===== src/rtl/irq_pkg.sv =====
// Shared types, defaults and helpers for the interrupt controller.
package irq_pkg;

    localparam int N_DEFAULT = 8;
    localparam int N_MAX     = 32;
    localparam int VW_MAX    = $clog2(N_MAX);

    // Every source starts out disabled.
    localparam logic [N_MAX-1:0] MASK_RESET = '1;

    typedef enum logic [1:0] {
        IDLE    = 2'd0,
        REQ     = 2'd1,
        SERVICE = 2'd2
    } state_t;

    // Index of the lowest set bit; bit 0 has the highest priority.
    // Returns 0 when no bit is set, callers qualify with a separate "any".
    function automatic logic [VW_MAX-1:0] lowest_set_index(input logic [N_MAX-1:0] v);
        logic [VW_MAX-1:0] idx;
        idx = '0;
        for (int i = N_MAX - 1; i >= 0; i--) begin
            if (v[i]) idx = i[VW_MAX-1:0];
        end
        return idx;
    endfunction

endpackage


===== src/rtl/irq_controller_if.sv =====
// Bundle of request, acknowledge, vector and mask signals between the
// interrupt controller and its surroundings (peripherals, processor, handler).
interface irq_controller_if
    import irq_pkg::*;
#(
    parameter int N  = N_DEFAULT,
    parameter int VW = $clog2(N)
);
    logic [N-1:0]  irq;
    logic          nmi_req;
    logic          INA;
    logic          eoi;
    logic          mask_we;
    logic [N-1:0]  mask_wdata;

    logic          INT;
    logic          NMI;
    logic          INTD;
    logic          vec_valid;
    logic [VW-1:0] vec_id;
    logic          vec_nmi;
    logic [N-1:0]  pending;
    logic [N-1:0]  mask;

    // Controller side: drives the processor request lines and readback.
    modport master (
        input  irq, nmi_req, INA, eoi, mask_we, mask_wdata,
        output INT, NMI, INTD, vec_valid, vec_id, vec_nmi, pending, mask
    );

    // Environment side: peripherals, processor and handler.
    modport slave (
        output irq, nmi_req, INA, eoi, mask_we, mask_wdata,
        input  INT, NMI, INTD, vec_valid, vec_id, vec_nmi, pending, mask
    );

endinterface


===== src/rtl/irq_prio_enc.sv =====
// Fixed-priority encoder: lowest set bit of elig wins.
module irq_prio_enc
    import irq_pkg::*;
#(
    parameter int N  = N_DEFAULT,
    parameter int VW = $clog2(N)
) (
    input  logic [N-1:0]  elig,
    output logic [VW-1:0] idx,
    output logic          any
);

    logic [N_MAX-1:0] elig_ext;

    // Zero-extend to the helper's width, then narrow the result.
    always_comb begin
        elig_ext          = '0;
        elig_ext[N-1:0]   = elig;
        idx               = VW'(lowest_set_index(elig_ext));
        any               = |elig;
    end

endmodule


===== src/rtl/irq_controller.sv =====
// Fixed-priority interrupt controller with NMI preemption, in-service
// tracking and LIFO end-of-interrupt release.
//
//   state   | meaning
//   IDLE    | nothing requested; raise INT once a source is eligible
//   REQ     | INT high, waiting for INA (or for eligibility to vanish)
//   SERVICE | maskable handler running, INTD high, INT suppressed
module irq_controller
    import irq_pkg::*;
#(
    parameter int N  = N_DEFAULT,
    parameter int VW = $clog2(N)
) (
    input  logic              clk,
    input  logic              rst_n,
    irq_controller_if.master  bus
);

    logic [N-1:0]  irq_q;
    logic [N-1:0]  pending_r;
    logic [N-1:0]  mask_r;
    logic [N-1:0]  rise;
    logic [N-1:0]  elig;
    logic [N-1:0]  clr;
    logic [VW-1:0] win;
    logic          any;

    state_t        state;
    logic          int_r;
    logic          nmi_r;
    logic          intd_r;
    logic          vec_valid_r;
    logic [VW-1:0] vec_id_r;
    logic          vec_nmi_r;

    logic          nmi_q;
    logic          nmi_pend;
    logic          nmi_active;
    logic          nmi_rise;
    logic          nmi_ack;
    logic          int_ack;
    logic          nmi_pend_nx;
    logic          nmi_active_nx;

    irq_prio_enc #(.N(N), .VW(VW)) u_prio_enc (
        .elig (elig),
        .idx  (win),
        .any  (any)
    );

    // Edge detect, acknowledge decode and next NMI bookkeeping.
    always_comb begin
        rise          = bus.irq & ~irq_q;
        elig          = pending_r & ~mask_r;
        nmi_rise      = bus.nmi_req & ~nmi_q;
        // An NMI ack steals INA; the maskable request stays up underneath.
        nmi_ack       = bus.INA & nmi_r;
        int_ack       = bus.INA & int_r & (state == REQ) & any & ~nmi_ack;
        clr           = '0;
        if (int_ack) clr[win] = 1'b1;
        // A fresh rise wins over the ack clearing nmi_pend.
        nmi_pend_nx   = nmi_rise | (nmi_pend & ~nmi_ack);
        // NMI sits on top of the service stack, so any eoi releases it first.
        nmi_active_nx = nmi_ack | (nmi_active & ~bus.eoi);
    end

    // Input history, pending latch (set beats clear) and mask register.
    always_ff @(posedge clk) begin
        if (!rst_n) begin
            irq_q     <= '0;
            nmi_q     <= 1'b0;
            pending_r <= '0;
            mask_r    <= MASK_RESET[N-1:0];
        end else begin
            irq_q     <= bus.irq;
            nmi_q     <= bus.nmi_req;
            pending_r <= (pending_r & ~clr) | rise;
            if (bus.mask_we) mask_r <= bus.mask_wdata;
        end
    end

    // Maskable FSM, NMI path and registered processor-facing outputs.
    always_ff @(posedge clk) begin
        if (!rst_n) begin
            state       <= IDLE;
            int_r       <= 1'b0;
            nmi_r       <= 1'b0;
            intd_r      <= 1'b0;
            vec_valid_r <= 1'b0;
            vec_id_r    <= '0;
            vec_nmi_r   <= 1'b0;
            nmi_pend    <= 1'b0;
            nmi_active  <= 1'b0;
        end else begin
            nmi_pend   <= nmi_pend_nx;
            nmi_active <= nmi_active_nx;
            nmi_r      <= nmi_pend_nx & ~nmi_active_nx;

            if (nmi_ack) begin
                vec_nmi_r   <= 1'b1;
                vec_valid_r <= 1'b1;
            end else if (bus.eoi && nmi_active) begin
                vec_nmi_r   <= 1'b0;
                vec_valid_r <= (state == SERVICE);
            end

            case (state)
                IDLE: begin
                    if (any) begin
                        state <= REQ;
                        int_r <= 1'b1;
                    end
                end
                REQ: begin
                    if (!any) begin
                        state <= IDLE;
                        int_r <= 1'b0;
                    end else if (int_ack) begin
                        state       <= SERVICE;
                        int_r       <= 1'b0;
                        intd_r      <= 1'b1;
                        vec_valid_r <= 1'b1;
                        vec_id_r    <= win;
                        vec_nmi_r   <= 1'b0;
                    end
                end
                SERVICE: begin
                    if (bus.eoi && !nmi_active) begin
                        state       <= IDLE;
                        intd_r      <= 1'b0;
                        vec_valid_r <= 1'b0;
                    end
                end
                default: begin
                    state <= IDLE;
                    int_r <= 1'b0;
                end
            endcase
        end
    end

    assign bus.INT       = int_r;
    assign bus.NMI       = nmi_r;
    assign bus.INTD      = intd_r;
    assign bus.vec_valid = vec_valid_r;
    assign bus.vec_id    = vec_id_r;
    assign bus.vec_nmi   = vec_nmi_r;
    assign bus.pending   = pending_r;
    assign bus.mask      = mask_r;

endmodule


===== src/flat_wrapper.sv =====
// flat-port wrapper written by rule: the top's interface ports become plain ports
module irq_controller_flat import irq_pkg::*;
#(
    parameter int N  = N_DEFAULT,
    parameter int VW = $clog2(N)
)
  (clk, rst_n, bus_irq, bus_nmi_req, bus_INA, bus_eoi, bus_mask_we, bus_mask_wdata, bus_INT, bus_NMI, bus_INTD, bus_vec_valid, bus_vec_id, bus_vec_nmi, bus_pending, bus_mask);
  irq_controller_if #(.N(N), .VW(VW)) bus_i ();
  input  logic clk;
  input  logic rst_n;
  input wire logic [$bits(bus_i.irq)-1:0] bus_irq;
  input wire logic [$bits(bus_i.nmi_req)-1:0] bus_nmi_req;
  input wire logic [$bits(bus_i.INA)-1:0] bus_INA;
  input wire logic [$bits(bus_i.eoi)-1:0] bus_eoi;
  input wire logic [$bits(bus_i.mask_we)-1:0] bus_mask_we;
  input wire logic [$bits(bus_i.mask_wdata)-1:0] bus_mask_wdata;
  output wire logic [$bits(bus_i.INT)-1:0] bus_INT;
  output wire logic [$bits(bus_i.NMI)-1:0] bus_NMI;
  output wire logic [$bits(bus_i.INTD)-1:0] bus_INTD;
  output wire logic [$bits(bus_i.vec_valid)-1:0] bus_vec_valid;
  output wire logic [$bits(bus_i.vec_id)-1:0] bus_vec_id;
  output wire logic [$bits(bus_i.vec_nmi)-1:0] bus_vec_nmi;
  output wire logic [$bits(bus_i.pending)-1:0] bus_pending;
  output wire logic [$bits(bus_i.mask)-1:0] bus_mask;
  assign bus_i.irq = bus_irq;
  assign bus_i.nmi_req = bus_nmi_req;
  assign bus_i.INA = bus_INA;
  assign bus_i.eoi = bus_eoi;
  assign bus_i.mask_we = bus_mask_we;
  assign bus_i.mask_wdata = bus_mask_wdata;
  assign bus_INT = bus_i.INT;
  assign bus_NMI = bus_i.NMI;
  assign bus_INTD = bus_i.INTD;
  assign bus_vec_valid = bus_i.vec_valid;
  assign bus_vec_id = bus_i.vec_id;
  assign bus_vec_nmi = bus_i.vec_nmi;
  assign bus_pending = bus_i.pending;
  assign bus_mask = bus_i.mask;
  irq_controller #(.N(N), .VW(VW)) u_core (.clk(clk), .rst_n(rst_n), .bus(bus_i));
endmodule

===== config.mk =====
export PLATFORM = sky130hd
export DESIGN_NAME = irq_controller_flat
export DESIGN_NICKNAME = d
export VERILOG_FILES = /design/src/rtl/irq_pkg.sv /design/src/rtl/irq_controller_if.sv /design/src/rtl/irq_prio_enc.sv /design/src/rtl/irq_controller.sv /design/src/flat_wrapper.sv
export SDC_FILE = /design/constraint.sdc
export NUM_CORES = 1
export LEC_CHECK = 0
export CELL_PAD_IN_SITES_DETAIL_PLACEMENT = 1
export CELL_PAD_IN_SITES_GLOBAL_PLACEMENT = 2
export CORE_MARGIN = 1.5
export CORE_UTILIZATION = 25
export DETAILED_ROUTE_END_ITERATION = 8
export PLACE_DENSITY = 0.71
export SYNTH_ARGS = -nofsm -noshare
export SYNTH_HDL_FRONTEND = slang
export SYNTH_SLANG_ARGS = --single-unit

===== constraint.sdc =====
create_clock -name clk -period 1.6 [get_ports clk]
set_clock_uncertainty 0.2 [all_clocks]
set_input_delay 0.48 -clock clk [delete_from_list [all_inputs] [get_ports clk]]
set_output_delay 0.48 -clock clk [all_outputs]
set_load 0.05 [all_outputs]

# Word level (Yosys, flattened, before mapping)
# Index checks and enable logic that the tools add are counted.
# Widths: inputs -> output; s select.
[totals]
reg_bits = 37
out_inout_bits = 24
[op_classes]
magnitude_cmp = 2
n_eq_ne = 7
muxes = 35
bitwise = 23
reduce_logical = 11
[op_table]
columns = ["operator", "count"]
rows = [
  ["$and 8x8->8", 3],
  ["$mux 3", 8],
  ["$not 8->8", 3],
  ["$mux 1", 17],
  ["$and 1x1->1", 9],
  ["$reduce_and 3->1", 3],
  ["$mux 2", 4],
  ["$mux 8", 1],
  ["$or 8x8->8", 1],
  ["$reduce_or 8->1", 1],
  ["$ne 2x1->1 const B", 3],
  ["$pmux 2 s3", 1],
  ["$not 1->1", 5],
  ["$lt 3x4->1 const B", 1],
  ["$pmux 1 s2", 2],
  ["$reduce_and 4->1", 1],
  ["$demux 1 s3", 1],
  ["$ge 3x1->1 const B", 1],
  ["$logic_and 1x1->1", 3],
  ["$ne 3x3->1 const B", 1],
  ["$pmux 1 s3", 1],
  ["$eq 2x1->1 const B", 1],
  ["$eq 2x2->1 const B", 1],
  ["$logic_not 2->1", 1],
  ["4 further kinds", 5],
]

# Depth between registers and ports, before layout
[logic_depth]
word_depth = 18
depth_mapped = 7
ltp_nobuf = 6

# By module
# Synthesis repeated with hierarchy kept, for this count alone.
[hier_totals]
hier_cells = 178
hier_area_um2 = 1626.6
[by_module_without_submodules]
columns = ["module", "instances", "cells_each", "area_each_um2", "seq_area_each_um2"]
rows = [
  ["irq_controller", 1, 165, 1545.2, 740.7],
  ["irq_prio_enc", 1, 13, 81.3, 0.0],
]

# Worst setup path after synthesis
# Ideal clock, no wire load.
[synth_path]
kind = "flip-flop to flip-flop"
startpoint = "register u_core.mask_r[2], in the netlist u_core.bus.mask[2]"
endpoint = "register u_core.pending_r[6], in the netlist u_core.bus.pending[6]"
setup_ns = 0.132
arrival_ns = 1.755
path_slack_ns = -0.488
path_stages_with_launch = 6
n_path_buf = 0
synth_period_minus_slack_ns = 2.088
cell_sequence = "dfxtp_1 > nand2b_2 > o2111ai_2 > or4_4 > o21ai_1 > a21oi_1"
[synth_via]
elab_chain_len = 13
elab_cells_between_ends = 17
cone_classes = "order compare: 2; mux: 6; bitwise: 7; reduce/logical: 2"
[synth_lines]
columns = ["item", "line_no", "rtl"]
rows = [
  ["start: declaration", "irq_controller.sv:21", "logic [N-1:0] mask_r;"],
  ["start signal: assignment", "irq_controller.sv:73", "mask_r <= MASK_RESET[N-1:0];"],
  ["start signal: assignment", "irq_controller.sv:78", "if (bus.mask_we) mask_r <= bus.mask_wdata;"],
  ["$not 8->8 *", "irq_controller.sv:54", "elig = pending_r & ~mask_r;"],
  ["$and 8x8->8 *", "irq_controller.sv:54", ""],
  ["$mux 3 (3 in series)", "irq_pkg.sv:23", "if (v[i]) idx = i[VW_MAX-1:0];"],
  ["$lt 3x4->1 (implied by the code) / $ge 3x1->1 (equally long branches)", "irq_controller.sv:60", "if (int_ack) clr[win] = 1'b1;"],
  ["$logic_and 1x1->1 (implied by the code)", "irq_controller.sv:60", ""],
  ["$mux 1 (implied by the code)", "irq_controller.sv:60", ""],
  ["$demux 1 s3", "--", ""],
  ["$mux 8 *", "irq_controller.sv:60", ""],
  ["$not 8->8 *", "irq_controller.sv:77", "pending_r <= (pending_r & ~clr) | rise;"],
  ["$and 8x8->8 *", "irq_controller.sv:77", ""],
  ["$or 8x8->8 *", "irq_controller.sv:77", ""],
  ["end signal: assignment", "irq_controller.sv:77", ""],
  ["end: declaration", "irq_controller.sv:20", "logic [N-1:0] pending_r;"],
]
# Every way passes the cells marked *; elsewhere a longest branch is shown, timed or not.
# A chain may end at the register's enable or synchronous reset.

# Final worst setup path
[layout_path]
startpoint = "register u_core.pending_r[0], in the netlist u_core.bus.pending[0]"
endpoint = "register u_core.pending_r[6], in the netlist u_core.bus.pending[6]"
[layout_via]
elab_chain_len = 10
elab_cells_between_ends = 14
cone_classes = "order compare: 2; mux: 4; bitwise: 6; reduce/logical: 2"
[layout_lines]
columns = ["item", "line_no"]
rows = [
  ["$and 8x8->8 *", "irq_controller.sv:54"],
  ["$mux 3", "irq_pkg.sv:23"],
  ["$lt 3x4->1 (implied by the code) / $ge 3x1->1 (equally long branches)", "irq_controller.sv:60"],
  ["$logic_and 1x1->1 (implied by the code)", "irq_controller.sv:60"],
  ["$mux 1 (implied by the code)", "irq_controller.sv:60"],
  ["$demux 1 s3", "--"],
  ["$mux 8 *", "irq_controller.sv:60"],
  ["$not 8->8 *", "irq_controller.sv:77"],
  ["$and 8x8->8 *", "irq_controller.sv:77"],
  ["$or 8x8->8 *", "irq_controller.sv:77"],
]
# Marks and branches as above.

==> metrics.md <==
| Metric | Value |
|---|---|
| Status | complete, but fails checks |
| Failing checks | setup timing |
| I/O Pins | 46 |
| Vias/cell | 4.68 |
| Post-synth EDFFs | 0 |
| Worst relative slew slack | 75.1% |
| Psw | 0.000862 W |
| Initial Util | 25.7% |
| Placer Congestion | 0.767 |
| Period utilisation layout | 108% |
| Startpoint Class | register |
| Initial antenna violation count | 0 |
| Sequential cell area | 805 µm² |
| Pwr Density | 886 nW/µm² |
| First-pass detailed-route iteration total | 4 |
| Final setup viols | 11 |
| Final setup TNS | -0.785 ns |
| Required @ worst endpoint | 1.58 ns |
| Post-Layout Cell Count | 354 |
| WL final | 5.19 mm |
| Max IR drop VDD | 0.452 mV |
| CP max FO | 3 |
| Grt ovf | 0 |
| Hold path startpoint | u_core.irq_q[0]$_SDFF_PN0_ |
| Port Buf Inserts | 45 |
| Total of max-cap violations | 0 |
| Finished Core Util | 50.3% |
| Worst Hold Path Cells | 2 |
| First-pass GRT wire length | 8.55 mm |
| CTS root buf | clkbuf_8 |
| CTS sink count | 37 |
| Number of hold buffers added after cts | 0 |
| Multi-input logic area | 957 µm² |
| Worst Max-Slew Pin Slew | 0.374 ns |
| Die ar. | 6940 µm² |
| Total number of vias | 1655 |
| Fillers | 679 |
| Ys flop type | dfxtp_1 |
| 1st-iter DRT viols | 21 |
| Flop2flop setup slack | -0.13 ns |
| WL/cell | 14.7 µm |
| Setup WS post-layout | -0.127 ns |
| Tmin final | 1.73 ns |
| Max clock buf depth | 2 |
| CTS H-Tree Depth | 2 |
| Synth unique cells | 41 |
| Hold Path Class | register to register |
| Critical path class | register to register |
| Crit Reg-Reg Startpoint | u_core.bus.pending[0]$_SDFF_PN0_ |
| # rows | 29 |
| Core area | 6280 µm² |
| Worst reg2reg path depth | 5 |
| Synth Warn # | 0 |
| Internal power | 0.00194 W |
| Reg-to-reg critical path endpoint | u_core.bus.pending[6]$_SDFF_PN0_ |
| Clock slew at reported path FFs | 0.08 ns |
| Sequential share of power | 37.7% |
| RSZ-0062 raised after global routing | true |
| Achievable Freq | 579 MHz |
| Nets | 301 |
| TritonCTS clock tree | yes |
| Seq cells post-synth | 37 |
| ANT cells | 0 |
| Cells after Synth | 180 |
| Hold Path End | u_core.bus.pending[0]$_SDFF_PN0_ |
| Share of layout cells above drive strength 1 | 49.1% |
| Worst Setup End Kind | register |
| DR DRC count | 0 |
| Die Span Y | 83.3 µm |
| Leakage | 1.32 nW |
| Critical Path AT | 1.71 ns |
| Die X | 83.3 µm |
| Register area share after synthesis | 46.0% |
| Power share of the combinational group | 33.9% |
| Syn avg cell area | 8.95 µm² |
| Clk_lat worst skew | 0.29 ns |
| Switching Fraction | 30.8% |
| ANT nets after route | 0 |
| Mapped Nets | 205 |
| Async S/R FF share, synth | 0% |
| Final Hold Vio Count | 0 |
| Critical path origin | u_core.bus.pending[0]$_SDFF_PN0_ |
| Hold WS | 0.276 ns |
| Total power | 0.00280 W |
| Clock network fraction of total power | 28.4% |
| Max-slew violation total from the final report | 0 |
| Hpwl dp | 3.84 mm |
| Aggregate global-route resource usage | 15.9% |
| Area Overhead vs Synth | 96.0% |
| Placed cell count | 336 |
| Largest net degree at the start of global routing | 17 |
| Mapped Area | 1610 µm² |
| CTS Buf Count | 5 |
| Vias in the first global route | 1712 |
[routing by layer]
layer,global-route usage [%],routed length [µm]
met5,0,0
met4,5.45,77
met3,3.48,153
met2,26.8,2600
met1,20.2,2360
[worst max path at each step]
stage / depth (start not counted) / endpoint
final: 5 / u_core.bus.pending[6]$_SDFF_PN0_
after global routing: 5 / u_core.bus.pending[3]$_SDFF_PN0_
after CTS: 5 / u_core.bus.pending[4]$_SDFF_PN0_
after detailed placement: 6 / u_core.bus.pending[4]$_SDFF_PN0_
after global placement: 6 / u_core.bus.pending[5]$_SDFF_PN0_
after floorplan: 5 / u_core.bus.pending[6]$_SDFF_PN0_
[cell type report]
type	instances	share of cell area [%]
Inverter	7	0.832
Sequential cell	37	25.5
Clock buffer	7	3.41
Multi-Input combinational cell	129	30.3
Clock inverter	1	0.198
Tap cell	77	3.05
Timing Repair Buffer	96	36.7
[logic make-up after synthesis]
group	synth area share [%]
AND/OR/NAND/NOR	27.3
AO/OA/AOI/OAI	16.7
flip-flops	46.0
buffers and inverters	3.42
multiplexers	4.35
adder cells (fa/ha/maj)	2.33
[power by group through the flow]
stage                     Sequential [W]  Combinational [W]  Clock [W]
after floorplan                  0.00122           0.000235          0
after global placement           0.00106           0.000828          0
after detailed placement         0.00106           0.000840          0
after CTS                        0.00105           0.000902   0.000818
after global routing             0.00107           0.000999   0.000860
final                            0.00106           0.000948   0.000795
[cell usage after synthesis, types with 2 or more instances]
cell type / instances / area (µm²)
dfxtp_1: 37 / 741
nand2_1: 19 / 71.3
a21oi_1: 16 / 80.1
and2_1: 13 / 81.3
nand2b_1: 12 / 75.1
o21ai_1: 8 / 40.0
mux2i_1: 7 / 70.1
nor2_1: 7 / 26.3
inv_1: 6 / 22.5
nand3_1: 6 / 30.0
clkbuf_1: 5 / 18.8
o21ai_0: 5 / 25.0
ha_1: 3 / 37.5
nor2b_1: 3 / 18.8
a221oi_1: 2 / 17.5
buf_2: 2 / 10.0
nand3b_1: 2 / 15.0
nand4_1: 2 / 12.5
nor3_1: 2 / 10.0
o211ai_1: 2 / 15.0
[sequential cells by signal, summed over array words and instances (netlist names)]
| signal | count |
|---|---|
| u_core.nmi_q | 1 |
| u_core.bus.INTD | 1 |
| u_core.bus.vec_id | 3 |
| u_core.irq_q | 8 |
| u_core.nmi_pend | 1 |
| u_core.nmi_active | 1 |
| u_core.bus.mask | 8 |
| u_core.bus.NMI | 1 |
| u_core.bus.INT | 1 |
| u_core.bus.vec_nmi | 1 |
| u_core.state | 2 |
| u_core.bus.vec_valid | 1 |
| u_core.bus.pending | 8 |
[placed cells by master (no fill, tap or decap), types with 3 or more instances in the layout]
cell type | Yosys | routed
a21oi_1 | 16 | 14
and2_1 | 13 | 11
buf_12 | 0 | 26
buf_4 | 0 | 32
buf_6 | 0 | 16
clkbuf_8 | 0 | 6
clkdlybuf4s50_1 | 0 | 19
dfxtp_1 | 37 | 18
dfxtp_2 | 0 | 3
dfxtp_4 | 0 | 16
inv_1 | 6 | 5
mux2i_1 | 7 | 7
nand2_1 | 19 | 18
nand2b_1 | 12 | 9
nand2b_4 | 1 | 5
nand3_1 | 6 | 6
nor2_1 | 7 | 6
nor2b_1 | 3 | 3
o21ai_0 | 5 | 3
o21ai_1 | 8 | 4
o21ai_2 | 0 | 6
[worst max-delay path: stages, from the launching register on]
cell     delay [ns]
dfxtp_4        0.35
or2b_1         0.26
and3_4         0.17
a221o_2        0.42
o21ai_2        0.15
a21oi_1        0.06
[metrics by stage]
stage / cell area (µm²) / setup WS (ns)
detailed placement: 2790 / -0.642
finish: 3160 / -0.127
floorplan: 1710 / -0.177
global placement: 2790 / -0.581
CTS: 3040 / -0.118
global route: 3160 / -0.192
[what timing repair did]
| action | 4_1_cts | 5_1_grt |
|---|---|---|
| setup buffers | 3 | 8 |
| setup endpoints to repair | 31 | 26 |
| resized for setup | 34 | 20 |
| cloned | 0 | 0 |
| pin swaps | 14 | 5 |
No activity file was read; power rests on OpenSTA's default activity.
==> edit, RTL diff (same settings) <==
Take the reset off `pending_r` and load it in a clocked block of its own.
--- a/src/rtl/irq_controller.sv
+++ b/src/rtl/irq_controller.sv
@@ -69,14 +69,16 @@
         if (!rst_n) begin
             irq_q     <= '0;
             nmi_q     <= 1'b0;
-            pending_r <= '0;
             mask_r    <= MASK_RESET[N-1:0];
         end else begin
             irq_q     <= bus.irq;
             nmi_q     <= bus.nmi_req;
-            pending_r <= (pending_r & ~clr) | rise;
             if (bus.mask_we) mask_r <= bus.mask_wdata;
         end
+    end
+
+    always_ff @(posedge clk) begin
+        pending_r <= (pending_r & ~clr) | rise;
     end
 
     // Maskable FSM, NMI path and registered processor-facing outputs.
Check against the original RTL: not equivalent (Yosys sat finds a counterexample within 4 cycles, from zero or initial values and one cycle with rst_n low).
==> edit against the unedited design <==
  * The run still ends with setup timing left
  * Synthesized cell count down 7.8%
  * Count of clock-buffer cells in the layout down 1
  * Combinational power down 4.9%
  * Total power down 7.9%
  * Area after synthesis down 4.5%
  * Critical path depth up 1
  * Sequential cell count unchanged
  * Sequential share of layout area up 0.54 points
  * Routed wire length up 3.4%
  * Setup slack worse by 99 ps
  * Cell area down 3.1%
  * Critical path type unchanged
  * Critical endpoint is now u_core.state[0]
==> edit: results <==
[place]
place_congestion = 0.858
dp_hpwl_mm = 4.06
dp_cells = 328
place_ws_ps = -646
post_dp_cell_area_um2 = 2710
io_buffers = 45

[sta]
hold_ws_ps = 191
fin_ws_ps = -227
tightestPinTransition_ps = 386
setup_tns_ps = -1610
setup_viol = 16

[power_and_ir_drop]
p_leak_nw = 1.34
ir_drop_mv = 0.466

[yosys]
synthCells = 166
synthAdderAreaFrac_pct = 2.44
synth_mux_area_share_pct = 4.55
synthTopCellsByCount = dfxtp_1, inv_1, nand2_1, nor2_1, o21ai_1
yosys_warnings = 0
synth_cell_type_count = 40
synth_compound_area_share_pct = 21.6
yosysSeqAreaShare_pct = 48.1
syn-num-nets = 191
synthTopCellsByArea = dfxtp_1, mux2i_1, inv_1

[worst_setup_path]
worstPathArrival_ps = 1800
cp_max_fo = 5

[drt]
drtIter0Drc = 35
wire_per_inst_um = 15.7
vias = 1584

[global_route]
grt_max_degree = 15
track_usage_pct = 16.1
grt_pass1_vias = 1670
grt_pass1_wl_mm = 8.07

[status]
violations = setup timing
status = finished, violations left

[cells_and_area]
finalNonFillerCells = 343
nNetsFinal = 292
drive_above_1_share_pct = 48.9

[cts]
path_clk_slew_ps = 80
edit: cell count changes after synthesis, moves of 3 or more:
cell and change:
a21oi_1 -9, a31oi_1 +3, and2_1 -11, inv_1 +11
nand2_1 -3, nand2b_1 -9, nand3_1 -5, nor2_1 +7
edit: path summary, 6_finish.rpt:
kind / start / to / cells after the start
max: u_core.bus.mask[3] / u_core.state[0] / 6
min: u_core.irq_q[7] / u_core.bus.pending[7] / 1
max reg2reg: u_core.bus.mask[3] / u_core.state[0] / 6
min reg2reg: u_core.irq_q[7] / u_core.bus.pending[7] / 1
edit: area by class of cell:
type,count,area [µm²]
clock inverters,2,13.8
multi-input cells,108,865
inverters,17,63.8
repair buffers,98,1150
well taps,75,93.8
flip-flops and latches,37,796
fillers,651,2860
clock buffers,6,72.6
edit: per-layer routing:
layer / vias up / global-route usage, % / wire (µm)
li1: 780 / - / -
met1: 779 / 20.8 / 2460
met2: 23 / 27.4 / 2720
met3: 2 / 3.00 / 145
met4: 0 / 4.66 / 40
met5: - / 0 / 0
edit: worst max-delay path, cell delays in order, from the launching register on:
cell       delay [ps]
dfxtp_4           350
and2b_2           250
a2111oi_4         210
buf_6             180
buf_6             100
a31oi_2           100
o311a_1           310
edit: cell families (layout without fill, tap and decap cells):
| family | count (synthesis) | in the layout |
|---|---|---|
| simple gates | 52 | 52 |
| fa+ha+maj | 3 | 3 |
| flops | 37 | 37 |
| buf+inv | 21 | 123 |
| mux | 7 | 7 |
| compound gates | 46 | 46 |
edit: report_power, final:
group	switching (mW)	total [mW]	internal [mW]
Sequential	0.0512	1.03	0.976
Combinational	0.440	0.902	0.462
Clock	0.339	0.647	0.308
edit: repair_timing:
action	in CTS	in global routing
resized for setup	34	22
setup buffers	5	9
pin swaps	11	6
hold endpoints to repair	0	0
endpoints found under the setup margin	28	32
